`src/rtl/multi_dataflow_job_sequencer_if.sv`:
```
// Handshake bundle between the register file / engine / streamers and the job sequencer.
// The sequencer connects through the slave modport; the driving environment uses master.
interface multi_dataflow_job_sequencer_if #(
  parameter int CNT_W = 16
);
  logic             trigger_i;
  logic [CNT_W-1:0] len_i;
  logic             clear_i;
  logic             eng_ready_i;
  logic [CNT_W-1:0] eng_cnt_i;
  logic             strm_ready_i;
  logic             strm_done_i;
  logic             eng_start_o;
  logic             eng_clear_o;
  logic             strm_start_o;
  logic             busy_o;
  logic             evt_done_o;
  logic             err_o;

  modport slave (
    input  trigger_i, len_i, clear_i, eng_ready_i, eng_cnt_i, strm_ready_i, strm_done_i,
    output eng_start_o, eng_clear_o, strm_start_o, busy_o, evt_done_o, err_o
  );

  modport master (
    output trigger_i, len_i, clear_i, eng_ready_i, eng_cnt_i, strm_ready_i, strm_done_i,
    input  eng_start_o, eng_clear_o, strm_start_o, busy_o, evt_done_o, err_o
  );
endinterface

```
`src/rtl/multi_dataflow_job_sequencer.sv`:
```
// Job sequencer: clears the engine, waits for readiness, starts engine and streamers, and
// signals completion. Optional stall watchdog enabled by MULTI_DATAFLOW_SEQ_WATCHDOG_EN.
module multi_dataflow_job_sequencer #(
  parameter int CNT_W  = 16,
  parameter int WDOG_W = 16
) (
  input  logic                          clk_i,
  input  logic                          rst_i,
  multi_dataflow_job_sequencer_if.slave bus
);

  typedef enum logic [2:0] {
    ST_IDLE,
    ST_CLEAR,
    ST_WAIT_RDY,
    ST_START,
    ST_RUN,
    ST_DONE
  } state_t;

  state_t           r_state;
  state_t           w_state_next;
  logic [CNT_W-1:0] r_len_q;
  logic             r_cnt_hit;
  logic             r_sdone;
  logic             r_abort_clr;
  logic             w_wdog_trip;

`ifdef MULTI_DATAFLOW_SEQ_WATCHDOG_EN
  localparam logic [WDOG_W-1:0] WDOG_LAST = {{(WDOG_W-1){1'b1}}, 1'b0};

  logic [WDOG_W-1:0] r_wdog;
  logic [CNT_W-1:0]  r_prev_cnt;
  logic              r_err;
  logic              w_stalled;

  assign w_stalled   = (r_state == ST_RUN) && (bus.eng_cnt_i == r_prev_cnt);
  // Trip on the stalled cycle that brings the counter to all-ones.
  assign w_wdog_trip = w_stalled && (r_wdog == WDOG_LAST);

  always_ff @(posedge clk_i) begin
    if (rst_i) begin
      r_wdog     <= '0;
      r_prev_cnt <= '0;
      r_err      <= 1'b0;
    end else begin
      r_prev_cnt <= bus.eng_cnt_i;
      r_wdog     <= (w_stalled && !bus.clear_i) ? r_wdog + 1'b1 : '0;
      if (bus.clear_i)
        r_err <= 1'b0;
      else if (w_wdog_trip)
        r_err <= 1'b1;
      else if (r_state == ST_IDLE && bus.trigger_i)
        r_err <= 1'b0;
    end
  end

  assign bus.err_o = r_err;
`else
  // Without the watchdog the error flag is permanently low.
  localparam logic [WDOG_W-1:0] WDOG_ABSENT = '0;

  assign w_wdog_trip = 1'b0;
  assign bus.err_o   = |WDOG_ABSENT;
`endif

  // NOTE: every variable gets its default before the case so no path leaves it unassigned,
  // which would otherwise infer a latch.
  always_comb begin
    w_state_next = r_state;
    unique case (r_state)
      ST_IDLE:
        if (bus.trigger_i)
          w_state_next = (bus.len_i != '0) ? ST_CLEAR : ST_DONE;
      ST_CLEAR:    w_state_next = ST_WAIT_RDY;
      ST_WAIT_RDY:
        if (bus.eng_ready_i && bus.strm_ready_i)
          w_state_next = ST_START;
      ST_START:    w_state_next = ST_RUN;
      ST_RUN:
        if ((r_cnt_hit && r_sdone) || w_wdog_trip)
          w_state_next = ST_DONE;
      ST_DONE:     w_state_next = ST_IDLE;
      default:     w_state_next = ST_IDLE;
    endcase
    if (bus.clear_i)
      w_state_next = ST_IDLE;
  end

  // NOTE: state is updated with non-blocking assignments so every flop samples the
  // pre-edge values regardless of statement order.
  always_ff @(posedge clk_i) begin
    if (rst_i) begin
      r_state     <= ST_IDLE;
      r_len_q     <= '0;
      r_cnt_hit   <= 1'b0;
      r_sdone     <= 1'b0;
      r_abort_clr <= 1'b0;
    end else begin
      r_state     <= w_state_next;
      r_abort_clr <= bus.clear_i;
      if (bus.clear_i) begin
        r_cnt_hit <= 1'b0;
        r_sdone   <= 1'b0;
      end else begin
        if (r_state == ST_IDLE || r_state == ST_START) begin
          r_cnt_hit <= 1'b0;
          r_sdone   <= 1'b0;
        end else if (r_state == ST_RUN) begin
          if (bus.eng_cnt_i >= r_len_q)
            r_cnt_hit <= 1'b1;
          if (bus.strm_done_i)
            r_sdone <= 1'b1;
        end
        if (r_state == ST_IDLE && bus.trigger_i && bus.len_i != '0)
          r_len_q <= bus.len_i;
      end
    end
  end

  // Moore outputs: decoded only from registered state and the registered abort flag.
  assign bus.busy_o       = (r_state != ST_IDLE);
  assign bus.eng_clear_o  = (r_state == ST_CLEAR) || r_abort_clr;
  assign bus.eng_start_o  = (r_state == ST_START);
  assign bus.strm_start_o = (r_state == ST_START);
  assign bus.evt_done_o   = (r_state == ST_DONE);

endmodule

```
`src/flat_wrapper.sv`:
```
// flat-port wrapper written by rule: the top's interface ports become plain ports
module multi_dataflow_job_sequencer_flat 
#(
  parameter int CNT_W  = 16,
  parameter int WDOG_W = 16
)
  (clk_i, rst_i, bus_trigger_i, bus_len_i, bus_clear_i, bus_eng_ready_i, bus_eng_cnt_i, bus_strm_ready_i, bus_strm_done_i, bus_eng_start_o, bus_eng_clear_o, bus_strm_start_o, bus_busy_o, bus_evt_done_o, bus_err_o);
  multi_dataflow_job_sequencer_if #(.CNT_W(CNT_W)) bus_i ();
  input  logic clk_i;
  input  logic rst_i;
  input wire logic [$bits(bus_i.trigger_i)-1:0] bus_trigger_i;
  input wire logic [$bits(bus_i.len_i)-1:0] bus_len_i;
  input wire logic [$bits(bus_i.clear_i)-1:0] bus_clear_i;
  input wire logic [$bits(bus_i.eng_ready_i)-1:0] bus_eng_ready_i;
  input wire logic [$bits(bus_i.eng_cnt_i)-1:0] bus_eng_cnt_i;
  input wire logic [$bits(bus_i.strm_ready_i)-1:0] bus_strm_ready_i;
  input wire logic [$bits(bus_i.strm_done_i)-1:0] bus_strm_done_i;
  output wire logic [$bits(bus_i.eng_start_o)-1:0] bus_eng_start_o;
  output wire logic [$bits(bus_i.eng_clear_o)-1:0] bus_eng_clear_o;
  output wire logic [$bits(bus_i.strm_start_o)-1:0] bus_strm_start_o;
  output wire logic [$bits(bus_i.busy_o)-1:0] bus_busy_o;
  output wire logic [$bits(bus_i.evt_done_o)-1:0] bus_evt_done_o;
  output wire logic [$bits(bus_i.err_o)-1:0] bus_err_o;
  assign bus_i.trigger_i = bus_trigger_i;
  assign bus_i.len_i = bus_len_i;
  assign bus_i.clear_i = bus_clear_i;
  assign bus_i.eng_ready_i = bus_eng_ready_i;
  assign bus_i.eng_cnt_i = bus_eng_cnt_i;
  assign bus_i.strm_ready_i = bus_strm_ready_i;
  assign bus_i.strm_done_i = bus_strm_done_i;
  assign bus_eng_start_o = bus_i.eng_start_o;
  assign bus_eng_clear_o = bus_i.eng_clear_o;
  assign bus_strm_start_o = bus_i.strm_start_o;
  assign bus_busy_o = bus_i.busy_o;
  assign bus_evt_done_o = bus_i.evt_done_o;
  assign bus_err_o = bus_i.err_o;
  multi_dataflow_job_sequencer #(.CNT_W(CNT_W), .WDOG_W(WDOG_W)) u_core (.clk_i(clk_i), .rst_i(rst_i), .bus(bus_i));
endmodule
```
`config.mk`:
```
export PLATFORM = sky130hd
export DESIGN_NAME = multi_dataflow_job_sequencer_flat
export DESIGN_NICKNAME = d
export VERILOG_FILES = /design/src/rtl/multi_dataflow_job_sequencer_if.sv /design/src/rtl/multi_dataflow_job_sequencer.sv /design/src/flat_wrapper.sv
export SDC_FILE = /design/constraint.sdc
export NUM_CORES = 1
export LEC_CHECK = 0
export CELL_PAD_IN_SITES_DETAIL_PLACEMENT = 0
export CELL_PAD_IN_SITES_GLOBAL_PLACEMENT = 2
export CORE_UTILIZATION = 28
export DETAILED_ROUTE_END_ITERATION = 7
export PLACE_DENSITY = 0.84
export SYNTH_ARGS = -nofsm -noshare
export SYNTH_HDL_FRONTEND = slang
export SYNTH_SLANG_ARGS = --single-unit
```
`constraint.sdc`:
```
create_clock -name clk_i -period 4.8 [get_ports clk_i]
set_clock_uncertainty 0.1 [all_clocks]
set_input_delay 0.96 -clock clk_i [delete_from_list [all_inputs] [get_ports clk_i]]
set_output_delay 0.96 -clock clk_i [all_outputs]
set_load 0.03 [all_outputs]
```
==> run summary <==
### Global route
* 5595 um — global-route wire length before repair
* 0 — global route overflow
* 1220 — vias in the first global route
* 20 — largest net degree at the start of global routing
* 13.53% — GR Util All Layers
* 0 — number of antenna violations at the first check in global routing

### STA
* 0 — Hold Fails Final Rpt
* 348.9 MHz — maximum clock frequency
* 59.71% — final worst-path cycle share
* 50.31% — remaining max-slew budget at the tightest pin
* 0 ps — summed negative setup slack over all endpoints
* 371.0 ps — worst hold margin
* 743.0 ps — Tightest Pin Transition
* no — RSZ-0062 raised after global routing
* 0 — final setup violating endpoints
* 2866 ps — min cycle time layout
* 0 — max-slew violation count

### Route
* 0 — detailed-route DRC error count
* 3489 um — detailed-route wire length
* 0 — post-route ant nets
* 40 — initial detailed-routing violation count
* 4 — total iterations of the first detailed-routing run
* 12.37 um — routed wire length per instance
* 4.645 — Vias per Instance
* 1310 — number of vias in the routed layout

### Finish
* 271 — Nets
* 0 — number of antenna repair diodes
* 33.54% — Area Overhead vs Synth
* 6.512% — share of post-route cells with drive strength above 1

### Status
* finished, final reports clean — status

### Logic synthesis
* 7.959 um2 — average cell area after synthesis
* 0.001433 mm2 — mapped cell area
* dfxtp_1 — top cell type by total area after synthesis
* dfxtp_1, ha_1, a21oi_1, nand3_1, inv_1 — biggest area contributors in the synthesized netlist
* 35 — count of different cell masters after synthesis
* 30.74% — area share of the largest cell type after synthesis
* 235 — nets in the synthesized netlist
* 0 — Yosys Warn Count
* 180 — number of cells produced by synthesis
* a21oi_1 — most common cell in the netlist
* a21oi_1, dfxtp_1, inv_1 — top cell types by occurrence after synthesis
* 22 — count of state elements after synthesis
* dfxtp_1 — most common flop cell mapped by yosys
* 30.74% — sequential cell area fraction in the yosys report
* 0% — asr flop ratio synth
* 0 — number of synthesized flops with an enable pin

### Die
* 0.005407 mm2 — DIE AREA
* 73.53 um — horizontal extent of the die
* 25 — FP Rows
* 45 — I/O pins
* 0.004817 mm2 — Std-Cell Core Area
* 29.74% — Initial Utilization
* 73.53 um — Chip Height

### Placed design
* 43 — Buffers on Ports
* 0.7355 — final estimated routing congestion in global placement
* 2738 um — detailed placer's ending HPWL

### Hold path
* flip-flop to flip-flop — worst hold-check path type

### Critical path
* flip-flop — category of the worst setup path capture point
* 17 — top fanout value on the critical path
* clkdlybuf4s50_1 > nor4_1 > and4_1 > a21oi_1 > o41ai_1 — chain of cells forming the critical path
* primary input — nature of the critical path startpoint
* simple AND/OR/NAND/NOR gates — cell class contributing the biggest share of worst-path delay
* 1 — number of buffer and inverter instances along the worst setup path
* 700 ps — peak per-stage delay on the critical path
* 4870 ps — data required time of the critical path
* primary input to flip-flop — kind of critical path
* and4_1 — standard cell with the maximum stage delay on the critical path
* 2930 ps — WP data arrival

### Power
* 221.5 mW/mm2 — power per cell area
* 0.6702 nW — static leakage
* 0.00007679 V — Max VDD drop

### CTS
* 22 — CTS Sinks
* 1 — Clock H-tree levels
* 0 — count of instances resized after the clock tree is built
* done — clock tree from TritonCTS
* clkbuf_8 — Clk Tree Root Cell
* 2 — CTS Buffer Depth
* 0 — number of buffers inserted by post-CTS setup repair
* 3 — number of buffers added by the clock tree synthesis step
* 260 ps — clock latency reported for the late side of the worst-skew pair
* 80 ps — clock-pin transition on the worst setup and hold timing paths
* 0 — number of buffers added to fix hold violations after cts

### Run
* 0 — count of max-cap constraint violations

## path summary, 6_finish.rpt
| check | start | end | slack (ps) | depth (start not counted) |
|---|---|---|---|---|
| max | bus_len_i[12] | u_core.r_state[2] | 1930 | 5 |
| min | u_core.r_len_q[5] | u_core.r_len_q[5] | 370 | 2 |
| max reg2reg | u_core.r_state[0] | u_core.r_len_q[6] | 3060 | 5 |
| min reg2reg | u_core.r_len_q[5] | u_core.r_len_q[5] | 370 | 2 |
## registers in the layout, summed over array words and instances, names as in the netlist
register            cells
u_core.r_sdone          1
u_core.r_len_q         16
u_core.r_state          3
u_core.r_cnt_hit        1
u_core.r_abort_clr      1
## per-stage QoR
stage	power [mW]	instance area, um2	instances	setup WS (ps)	utilization, %
global placement	0.2952	1858	278	1617	38.57
global route	0.4479	1913	282	1775	39.71
floorplan	0.2486	1433	180	2661	-
finish	0.4238	1913	282	1934	39.71
CTS	0.4308	1913	282	1915	39.71
detailed placement	0.2949	1858	278	1623	38.57
## placed cells by master (no fill, tap or decap), types with 2 or more instances in the layout
master,count
clkdlybuf4s50_1,43
a21oi_1,23
dfxtp_1,22
inv_1,21
nand3_1,19
ha_1,16
o21ai_0,15
nand2_1,9
o21ai_1,7
nor4_1,4
and4_1,4
clkbuf_8,4
nor2_1,3
o21ai_2,3
nor3_1,3
nor3_4,2
a31oi_1,2
## tightest hold or removal path, stage by stage, from the launching register on
cell,delay (ps)
dfxtp_1,330
o21ai_2,50
a21oi_1,50
## power by group
group          internal [mW]  switching, mW
combinational         0.0515         0.0427
clock                 0.0731         0.0610
sequential             0.190        0.00540
total                  0.315          0.109
## routing by layer
layer	part of all wire [%]	up-vias	global-route usage (%)
met5	0	-	0
met4	1.5	0	5.128
met3	4.6	5	1.372
met2	42	35	21.00
met1	51	568	19.23
li1	-	702	-
## logic make-up after synthesis
logic type	synth area share [%]
other cells	0.2618
simple gates	19.91
xor+xnor	0.6115
flops	30.74
buf+inv	11.96
fa+ha+maj	13.97
compound gates	22.53
## final cells by class
| type | count | area (um2) |
|---|---|---|
| Clock buffer | 4 | 55.05 |
| Timing Repair Buffer | 43 | 430.4 |
| Multi-Input combinational cell | 124 | 820.8 |
| Inverter | 22 | 82.58 |
| Tap cell | 67 | 83.83 |
| Fill cell | 529 | 2904 |
| Sequential cell | 22 | 440.4 |
Power figures use the tool's default switching activity.
==> RTL change, RTL diff (same settings) <==
Encoding of `state_t`: now Gray code (3 bits for 6 states).
--- a/src/rtl/multi_dataflow_job_sequencer.sv
+++ b/src/rtl/multi_dataflow_job_sequencer.sv
@@ -10,12 +10,12 @@
 );
 
   typedef enum logic [2:0] {
-    ST_IDLE,
-    ST_CLEAR,
-    ST_WAIT_RDY,
-    ST_START,
-    ST_RUN,
-    ST_DONE
+    ST_IDLE     = 3'b000,
+    ST_CLEAR    = 3'b001,
+    ST_WAIT_RDY = 3'b011,
+    ST_START    = 3'b010,
+    ST_RUN      = 3'b110,
+    ST_DONE     = 3'b111
   } state_t;
 
   state_t           r_state;
Function: no difference found for any inputs over 10 cycles, from zero or initial values and one cycle with rst_i high; not proved beyond that.
==> RTL change against the unedited design <==
- the run now ends with DRC left
- sequential power about the same
- setup slack better by 21 ps
- sequential cell count is the same
- non-clock buffer count unchanged
- power is 5.9% lower
- count of clock-buffer cells in the layout decreased by 1
- largest cell class unchanged
- synthesized cell count shrank 6.7%
- synthesized area down 6.2%
- hold slack got worse by 3.4 ps
- utilization grew 0.83 points
- cell area down 5.2%
- critical path depth is 2 lower
- wire length down 1.1%
- maximum frequency increased by 0.72%
==> RTL change: results (changes against the unedited design) <==
| Metric | Value |
|---|---|
| Status | `finished, violations left` |
| Failing checks | `DRC` |
| Peak supply drop | `93.8 uV (+22%)` |
| Slowest-stage cell, CP | `clkdlybuf4s50_1` |
| Number of nets in the layout | `261 (-3.7%)` |
| FF-to-FF End | `u_core.r_len_q[13]$_SDFFE_PP0P_` |
| Min Hold Slack | `368 ps (-3.41 ps)` |
| Dpl ws | `1770 ps (+149 ps)` |
| Crit. Startpoint | `u_core.r_state[1]$_SDFFE_PP0P_` |
| First-pass GRT wire length | `5820 microns (+4.1%)` |
| Pin slew with the least headroom to its limit | `686 ps (-57.2 ps)` |
| R2r worst-path depth | `4 (-1)` |
| Synth top area cells | `dfxtp_1 33%, ha_1 15%, a21oi_1 8.9%` |
| LEAKAGE | `0.633 nW (-5.6%)` |
| Mapped Cells | `168 (-6.7%)` |
| Dpl cells | `253 (-9.0%)` |
| Power per cell area | `220 nW/um^2 (-0.78%)` |
| Worst-path fanout max | `6 (-11)` |
| Register-to-register setup slack | `2840 ps (-220 ps)` |
| Critical path endpoint | `bus_eng_start_o` |
| CP Class | `reg -> out` |
| Top cells by count, synth | `24 x a21oi_1, 22 x dfxtp_1, 18 x inv_1, 16 x ha_1, 16 x nand3_1` |
| Register area share after synthesis | `32.8% (+2.0 points)` |
| DR pass1 iterations | `6 (+2)` |
| Fraction of area in multi-input gates | `42.4% (-0.49 points)` |
| Cell family with most CP delay | `buffers and inverters` |
| DRC | `4 (+4)` |
| Gr usage total | `14.2% (+0.71 points)` |
| Placed inst area | `1770 sq um (-4.6%)` |
| HP Start | `u_core.r_len_q[3]$_SDFFE_PP0P_` |
| DP HPWL | `2830 microns (+3.3%)` |
| Routability cong. | `0.727 (-1.2%)` |
| Syn Area/Cell | `8.00 sq um (+0.50%)` |
| Cell internal pwr | `0.298 mW (-5.2%)` |
## RTL change: cell types whose count changed after synthesis, sizes merged, moves of 2 or more
| cell | change |
|---|---|
| nand2 | -3 |
| inv | -4 |
| buf | -2 |
| nor3 | -3 |
| nand3 | -3 |
| o21ai | -4 |
| nor2 | +5 |
| nor4 | +2 |
| and4 | -3 |
## RTL change: logic make-up (layout without fill, tap and decap cells)
logic type / count (synthesis) / after routing / share of synthesized area (%)
compound gates: 55 / 55 / 23.0
buf+inv: 28 / 64 / 9.96
flops: 22 / 22 / 32.8
other cells: 1 / 1 / 0.279
simple gates: 46 / 46 / 19.1
fa+ha+maj: 16 / 16 / 14.9
## RTL change: layer usage
metal | share of wire [%] | global-route usage [%] | routed length [microns]
met1 | 50 | 20.0 | 1730
met2 | 45 | 23.1 | 1550
met3 | 4.1 | 1.27 | 140
met4 | 0.99 | 4.67 | 34
met5 | 0 | 0 | 0
## RTL change: worst min-delay path, stage by stage, from the launching register on
cell and delay [ps]:
dfxtp_1 320, o21ai_2 50, a21oi_1 50
